`config.mk`:
```
export PLATFORM = sky130hd
export DESIGN_NAME = bsg_token_return_gen
export DESIGN_NICKNAME = d
export VERILOG_FILES = /design/src/rtl/bsg_token_return_gen.sv
export SDC_FILE = /design/constraint.sdc
export NUM_CORES = 1
export LEC_CHECK = 0
export CAP_MARGIN = 20
export CORE_MARGIN = 2
export CORE_UTILIZATION = 38
export DETAILED_ROUTE_END_ITERATION = 8
export PLACE_DENSITY = 0.73
export SLEW_MARGIN = 20
export SYNTH_ARGS = -nofsm -noshare
export SYNTH_HDL_FRONTEND = slang
export SYNTH_SLANG_ARGS = --single-unit
```
`constraint.sdc`:
```
create_clock -name clk -period 1.8 [get_ports clk]
set_input_delay 0.27 -clock clk [delete_from_list [all_inputs] [get_ports clk]]
set_output_delay 0.27 -clock clk [all_outputs]
set_load 0.02 [all_outputs]
```
`src/rtl/bsg_token_return_gen.sv`:
```
// Credit return: one io_token_o toggle per 2^LG_DECIMATION dequeued words, rate-limited by TOKEN_GAP.
// Optional 16-bit issued-token counter on tokens_sent_o when BSG_TOKEN_RETURN_STATS_EN is defined.
module bsg_token_return_gen #(
  parameter int LG_DECIMATION = 3,
  parameter int PENDING_W     = 4,
  parameter int TOKEN_GAP     = 2
) (
  input  logic                 clk,
  input  logic                 rst,
  input  logic                 deq_i,
  output logic                 io_token_o,
  output logic [PENDING_W-1:0] pending_o,
  output logic                 overflow_o,
  output logic [15:0]          tokens_sent_o
);

  localparam int GW = (TOKEN_GAP > 1) ? $clog2(TOKEN_GAP) : 1;

  typedef enum logic [1:0] {IDLE, ISSUE, GAP} state_e;

  state_e               state;
  logic [GW-1:0]        gap_cnt;
  logic                 earn;
  logic                 issue;
  logic [PENDING_W-1:0] pending_nxt;
  logic                 ovf_set;

  if (LG_DECIMATION == 0) begin : g_no_decim
    assign earn = deq_i;
  end else begin : g_decim
    logic [LG_DECIMATION-1:0] word_cnt;

    always_ff @(posedge clk or posedge rst) begin
      if (rst) begin
        word_cnt <= '0;
      end else if (deq_i) begin
        word_cnt <= word_cnt + 1'b1;
      end
    end

    assign earn = deq_i & (&word_cnt);
  end

  assign issue = (state == ISSUE);

  always_comb begin
    pending_nxt = pending_o;
    ovf_set     = 1'b0;
    if (earn && !issue) begin
      if (&pending_o) begin
        ovf_set = 1'b1;
      end else begin
        pending_nxt = pending_o + 1'b1;
      end
    end else if (issue && !earn) begin
      pending_nxt = pending_o - 1'b1;
    end
  end

  // Transitions look at the post-update pending count so the toggle lands in the
  // first cycle pending_o is non-zero, keeping earn-to-toggle latency at two edges.
  always_ff @(posedge clk or posedge rst) begin
    if (rst) begin
      state      <= IDLE;
      gap_cnt    <= '0;
      io_token_o <= 1'b0;
      pending_o  <= '0;
      overflow_o <= 1'b0;
    end else begin
      pending_o <= pending_nxt;
      if (ovf_set) begin
        overflow_o <= 1'b1;
      end
      case (state)
        IDLE: begin
          if (pending_nxt != '0) begin
            state <= ISSUE;
          end
        end
        ISSUE: begin
          io_token_o <= ~io_token_o;
          if (TOKEN_GAP > 1) begin
            gap_cnt <= GW'(TOKEN_GAP - 1);
            state   <= GAP;
          end else begin
            gap_cnt <= '0;
            state   <= (pending_nxt != '0) ? ISSUE : IDLE;
          end
        end
        GAP: begin
          if (gap_cnt <= GW'(1)) begin
            gap_cnt <= '0;
            state   <= (pending_nxt != '0) ? ISSUE : IDLE;
          end else begin
            gap_cnt <= gap_cnt - 1'b1;
          end
        end
        default: begin
          state   <= IDLE;
          gap_cnt <= '0;
        end
      endcase
    end
  end

`ifdef BSG_TOKEN_RETURN_STATS_EN
  logic [15:0] sent_cnt;

  always_ff @(posedge clk or posedge rst) begin
    if (rst) begin
      sent_cnt <= '0;
    end else if (issue) begin
      sent_cnt <= sent_cnt + 16'd1;
    end
  end

  assign tokens_sent_o = sent_cnt;
`else
  assign tokens_sent_o = 16'h0000;
`endif

endmodule

```
# Word-level counts from Yosys, hierarchy flattened
# Cells that the tools add are included.
dict set report word_totals {
  latchBits 0
  rom_bits 0
  reg_bits 12
  output_inout_bits 22
  ramBits 0
  elab_cells 37
  n_memories 0
  inputBits 3
}
dict set report op_classes {
  add_sub_neg 4
  reduce_logical 9
  mul 0
  div 0
  n_eq_ne 4
  shift 0
  n_mux 11
  bitwise 2
  order_cmp 1
}
# cell n
set ops {}
lappend ops {{4-bit two-way mux} 3}
lappend ops {{2-bit one-hot mux with 3 select lines} 1}
lappend ops {{4-bit by 1-bit adder with 4-bit output, second input constant} 1}
lappend ops {{1-bit two-way mux} 4}
lappend ops {{2-bit two-way mux} 2}
lappend ops {{2-bit != test, second input constant} 2}
lappend ops {{4-bit AND reduction} 1}
lappend ops {{4-bit nonzero test} 1}
lappend ops {{4-bit by 1-bit subtractor with 4-bit output, second input constant} 1}
lappend ops {{3-bit by 1-bit adder with 3-bit output, second input constant} 1}
lappend ops {{1-bit one-hot mux with 3 select lines} 1}
lappend ops {{3-bit AND reduction} 1}
lappend ops {{2-bit by 1-bit equality test with 1-bit output, second input constant} 1}
lappend ops {{2-bit equality test, second input constant} 1}
lappend ops {{1-bit logical AND} 2}
lappend ops {{1-bit zero test} 2}
lappend ops {{2-bit zero test} 1}
lappend ops {{2-bit AND reduction} 1}
lappend ops {{1-bit AND} 1}
lappend ops {{1-bit <= comparator, second input constant} 1}
lappend ops {{1-bit inverter} 1}
lappend ops {{1-bit subtractor, second input constant} 1}

# Longest topological paths before layout
dict set report logic_depth {
  word_depth 10
  mapped_depth 7
  depth_no_buf 7
}

# Worst setup path after synthesis
# OpenSTA, ideal clock, no wires.
dict set report synth_path {
  path_kind {register to register}
  startpoint {reg g_decim.word_cnt[0]}
  endpoint {reg state[0]}
  stages_incl_launch_ff 8
  arrival_time_ns 1.718
  required_time_ns 1.671
  slack_ns -0.047
  setup_time_ns 0.129
  path_buffers 0
  synth_period_minus_slack_ns 1.847
  cell_sequence {dfrtp_1 > ha_1 > ha_1 > nand2_2 > nor2_1 > a211o_1 > and2_4 > o41a_1}
}
dict set report synth_via {
  elab_chain_cells 10
  word_cells_on_any_way 13
  classes_between {eq/ne: 1; mux: 5; bitwise: 1; reduce/logical: 6}
}
# item line_no
set synth_rtl {}
lappend synth_rtl {{start: declaration} 31} ;# logic [LG_DECIMATION-1:0] word_cnt;
lappend synth_rtl {{start signal: assignment} 37} ;# word_cnt <= word_cnt + 1'b1;
lappend synth_rtl {{3-bit AND reduction (*)} 41} ;# assign earn = deq_i & (&word_cnt);
lappend synth_rtl {{1-bit AND (*)} 41}
lappend synth_rtl {{1-bit zero test} 55} ;# end else if (issue && !earn) begin
lappend synth_rtl {{1-bit logical AND} 55}
lappend synth_rtl {{4-bit two-way mux} 55}
lappend synth_rtl {{4-bit two-way mux (*)} 49} ;# if (earn && !issue) begin
lappend synth_rtl {{via pending_nxt[2]} 25} ;# logic [PENDING_W-1:0] pending_nxt;
lappend synth_rtl {{4-bit nonzero test (*)} {76, 93}}
lappend synth_rtl {{1-bit two-way mux} 93} ;# state <= (pending_nxt != '0) ? ISSUE : IDLE;
lappend synth_rtl {{2-bit two-way mux} 91} ;# if (gap_cnt <= GW'(1)) begin
lappend synth_rtl {{2-bit one-hot mux with 3 select lines} 74} ;# case (state)
lappend synth_rtl {{end signal: assignment} 87} ;# state <= (pending_nxt != '0) ? ISSUE : IDLE;
lappend synth_rtl {{end signal: assignment} 93}
lappend synth_rtl {{end: declaration} 21} ;# state_e state;
# Mark *: on every way through the listed nets, which the timed path passes. The rest lies on a longest branch. The select of a mux whose other input is x is not followed.
# A chain may end at the register's enable or synchronous reset.

# Final worst setup path
dict set report layout_path {
  startpoint {reg g_decim.word_cnt[1]}
  endpoint {reg state[0]}
}
# The elaborated chain is that of the path after synthesis.

==> results.json <==
{
  "outcome": "complete, but fails checks",
  "violations": "setup timing",
  "antenna-diode-count": 0,
  "dieArea_sq_um": 2170,
  "antenna_found_initial": 0,
  "htreeDepth": 1,
  "gp_congestion": 0.711,
  "dr.first_iter.drc_count": 2,
  "chipHeight_microns": 46.6,
  "syn-cell-area_sq_um": 689,
  "p_sw_frac": 0.409,
  "wl_microns": 1180,
  "cp_slowest_cell": "o41a_1",
  "core-area_sq_um": 1710,
  "fin_nets": 92,
  "slew_viol_final": 0,
  "crit_path_cell_trace": "ha_2 -> ha_4 -> nand2_4 -> nor2_2 -> a211o_1 -> and2_4 -> o41a_1",
  "ys_async_sr_fraction": 1.00,
  "power.internal_uw": 906,
  "grt_pass1_vias": 437,
  "fin_skew_ns": 0.00110,
  "hold_class": "primary input to asynchronous set/reset pin",
  "drt_first_pass_iters": 2,
  "port_buffers": 8,
  "synth_ff_type": "dfrtp_1",
  "grt_max_degree": 12,
  "required_ns": 1.95,
  "synthCells": 67,
  "grt_pass1_wl_microns": 1840,
  "area_growth_pct": 23.0,
  "wire_per_inst_microns": 10.8,
  "pwr-share-seq": 0.338,
  "whs_ns": 0.287,
  "dp_slack_ns": -0.180,
  "drive_gt1_frac": 0.286,
  "cp.arrival_ns": 1.96,
  "ant_nets": 0,
  "final_area_sq_um": 848,
  "p_switching_uw": 627,
  "post_dp_cell_area_sq_um": 803,
  "synth-edff-count": 0,
  "drcViolationCount": 0,
  "maxCapViolCount": 0,
  "power_density_nw_per_um2": 1810,
  "clk_latency_ns": 0.27,
  "via_per_inst": 4.26,
  "cp_slowest_stage_delay_ns": 0.41,
  "hold_viol": 0,
  "cts_max_path_buffers": 2,
  "synth_seq_cells": 11,
  "numClockSinks": 11,
  "numCtsBuffers": 3,
  "gr-usage-all-layers": 0.130,
  "cp-start-kind": "flop",
  "die_x_microns": 46.6,
  "tritoncts": "yes",
  "worstPathMaxFanout": 5,
  "power.leakage_nw": 0.408,
  "peakVddDrop_mv": 0.789,
  "ctsHoldBuffers": 0,
  "overflow": 0,
  "ys_seq_area_frac": 0.399,
  "power.share.clock": 0.108,
  "post-route-util": 0.497,
  "vias": 464,
  "layout_setup_ws_ns": -0.0107,
  "synth_cell_type_count": 27,
  "clk_pin_slew_ns": 0.07,
  "synth.avg_cell_area_sq_um": 10.3,
  "r2r_setup_slack_ns": -0.01,
  "root_buffer": "clkbuf_4",
  "start_util": 0.404,
  "fin_tns_setup_ns": -0.0107,
  "cp-end-kind": "flop",
  "fin_crit_ns": 1.81,
  "max_freq_ghz": 0.552,
  "period_share": 1.01,
  "rows": 15,
  "critical_path_class": "flop to flop",
  "io_pins": 25,
  "comb_power_share": 0.555,
  "rsz0062_at_grt": "true",
  "setup_viol": 1,
  "dp_hpwl_microns": 943,
  "yosys_warnings": 0
}
[cell usage after synthesis, types with 2 or more instances]
library cell | number | area (sq um)
nor2_1 | 5 | 18.8
mux2_2 | 2 | 22.5
ha_1 | 4 | 50.1
o21ai_0 | 2 | 10.0
buf_4 | 16 | 120
dfrtp_1 | 11 | 275
inv_1 | 5 | 18.8
xnor2_1 | 2 | 17.5
nand3_1 | 2 | 10.0
[flip-flops by register name, summed over array words and instances, names as in the netlist]
signal / cells
state: 2
pending_o: 4
g_decim.word_cnt: 3
io_token_o: 1
overflow_o: 1
[power by group through the flow]
stage / Sequential, mW / Combinational (mW) / Clock, mW
after floorplan: 0.581 / 0.487 / 0
after global routing: 0.535 / 0.947 / 0.185
final: 0.518 / 0.850 / 0.165
after CTS: 0.516 / 0.853 / 0.175
after global placement: 0.511 / 0.802 / 0
after detailed placement: 0.519 / 0.826 / 0
[cell usage in the layout (no fill, tap or decap), drive strengths merged, types with 4 or more instances in the layout]
master         netlist  layout
buf                 16       6
clkbuf               0       4
clkdlybuf4s50        0       8
conb                 1      16
dfrtp               11      11
ha                   4       4
inv                  5       5
nor2                 5       5
[final cells by class]
type                       count  area [sq um]
multi-input combinational     50           369
timing repair buffer          14           125
clock buffer                   4          26.3
tap                           25          31.3
fill                         156           860
inverter                       5          18.8
sequential                    11           278
[cell families (layout without fill, tap and decap cells)]
logic type | Yosys count | in the layout | share of synthesized area
flops | 11 | 11 | 0.399
fa+ha+maj | 4 | 4 | 0.0726
compound gates | 9 | 9 | 0.105
buf+inv | 21 | 23 | 0.201
simple gates | 16 | 16 | 0.145
mux | 2 | 2 | 0.0327
xor+xnor | 3 | 3 | 0.0381
other cells | 1 | 16 | 0.00544
[worst max-delay path, delay by kind of cell (launching register included)]
kind | cells | cell delay (ns)
AOI/OAI and AO/OA | 2 | 0.67
adders and majority gates | 2 | 0.36
and+or+nand+nor | 3 | 0.29
DFF | 1 | 0.39
[what timing repair did]
| action | CTS | global route |
|---|---|---|
| gates resized for setup | 2 | 1 |
| endpoints found under the setup margin | 1 | 1 |
| pin swaps | 5 | 1 |
| setup buffers | 1 | 0 |
[final timing paths]
kind                                startpoint           end  cells past startpoint
max                        g_decim.word_cnt[1]      state[0]                      7
min                                        rst      state[1]                      2
min reg2reg                         overflow_o    overflow_o                      1
max in group asynchronous                  rst  pending_o[0]                      2
max reg2reg                g_decim.word_cnt[1]      state[0]                      7
min in group clk                    overflow_o    overflow_o                      1
[per-stage QoR]
step / instances / power [mW]
after global routing: 109 / 1.67
after CTS: 109 / 1.54
after floorplan: 82 / 1.07
after detailed placement: 104 / 1.35
after global placement: 104 / 1.31
final: 109 / 1.53
[layer usage]
metal  vias to the layer above  part of all wire  track usage
met2                        13              0.53        0.217
li1                        232                 -            -
met1                       217              0.40        0.144
met3                         2             0.037       0.0235
met4                         0             0.026        0.103
met5                         -                 0            0
(Power assumes the default switching activity.)
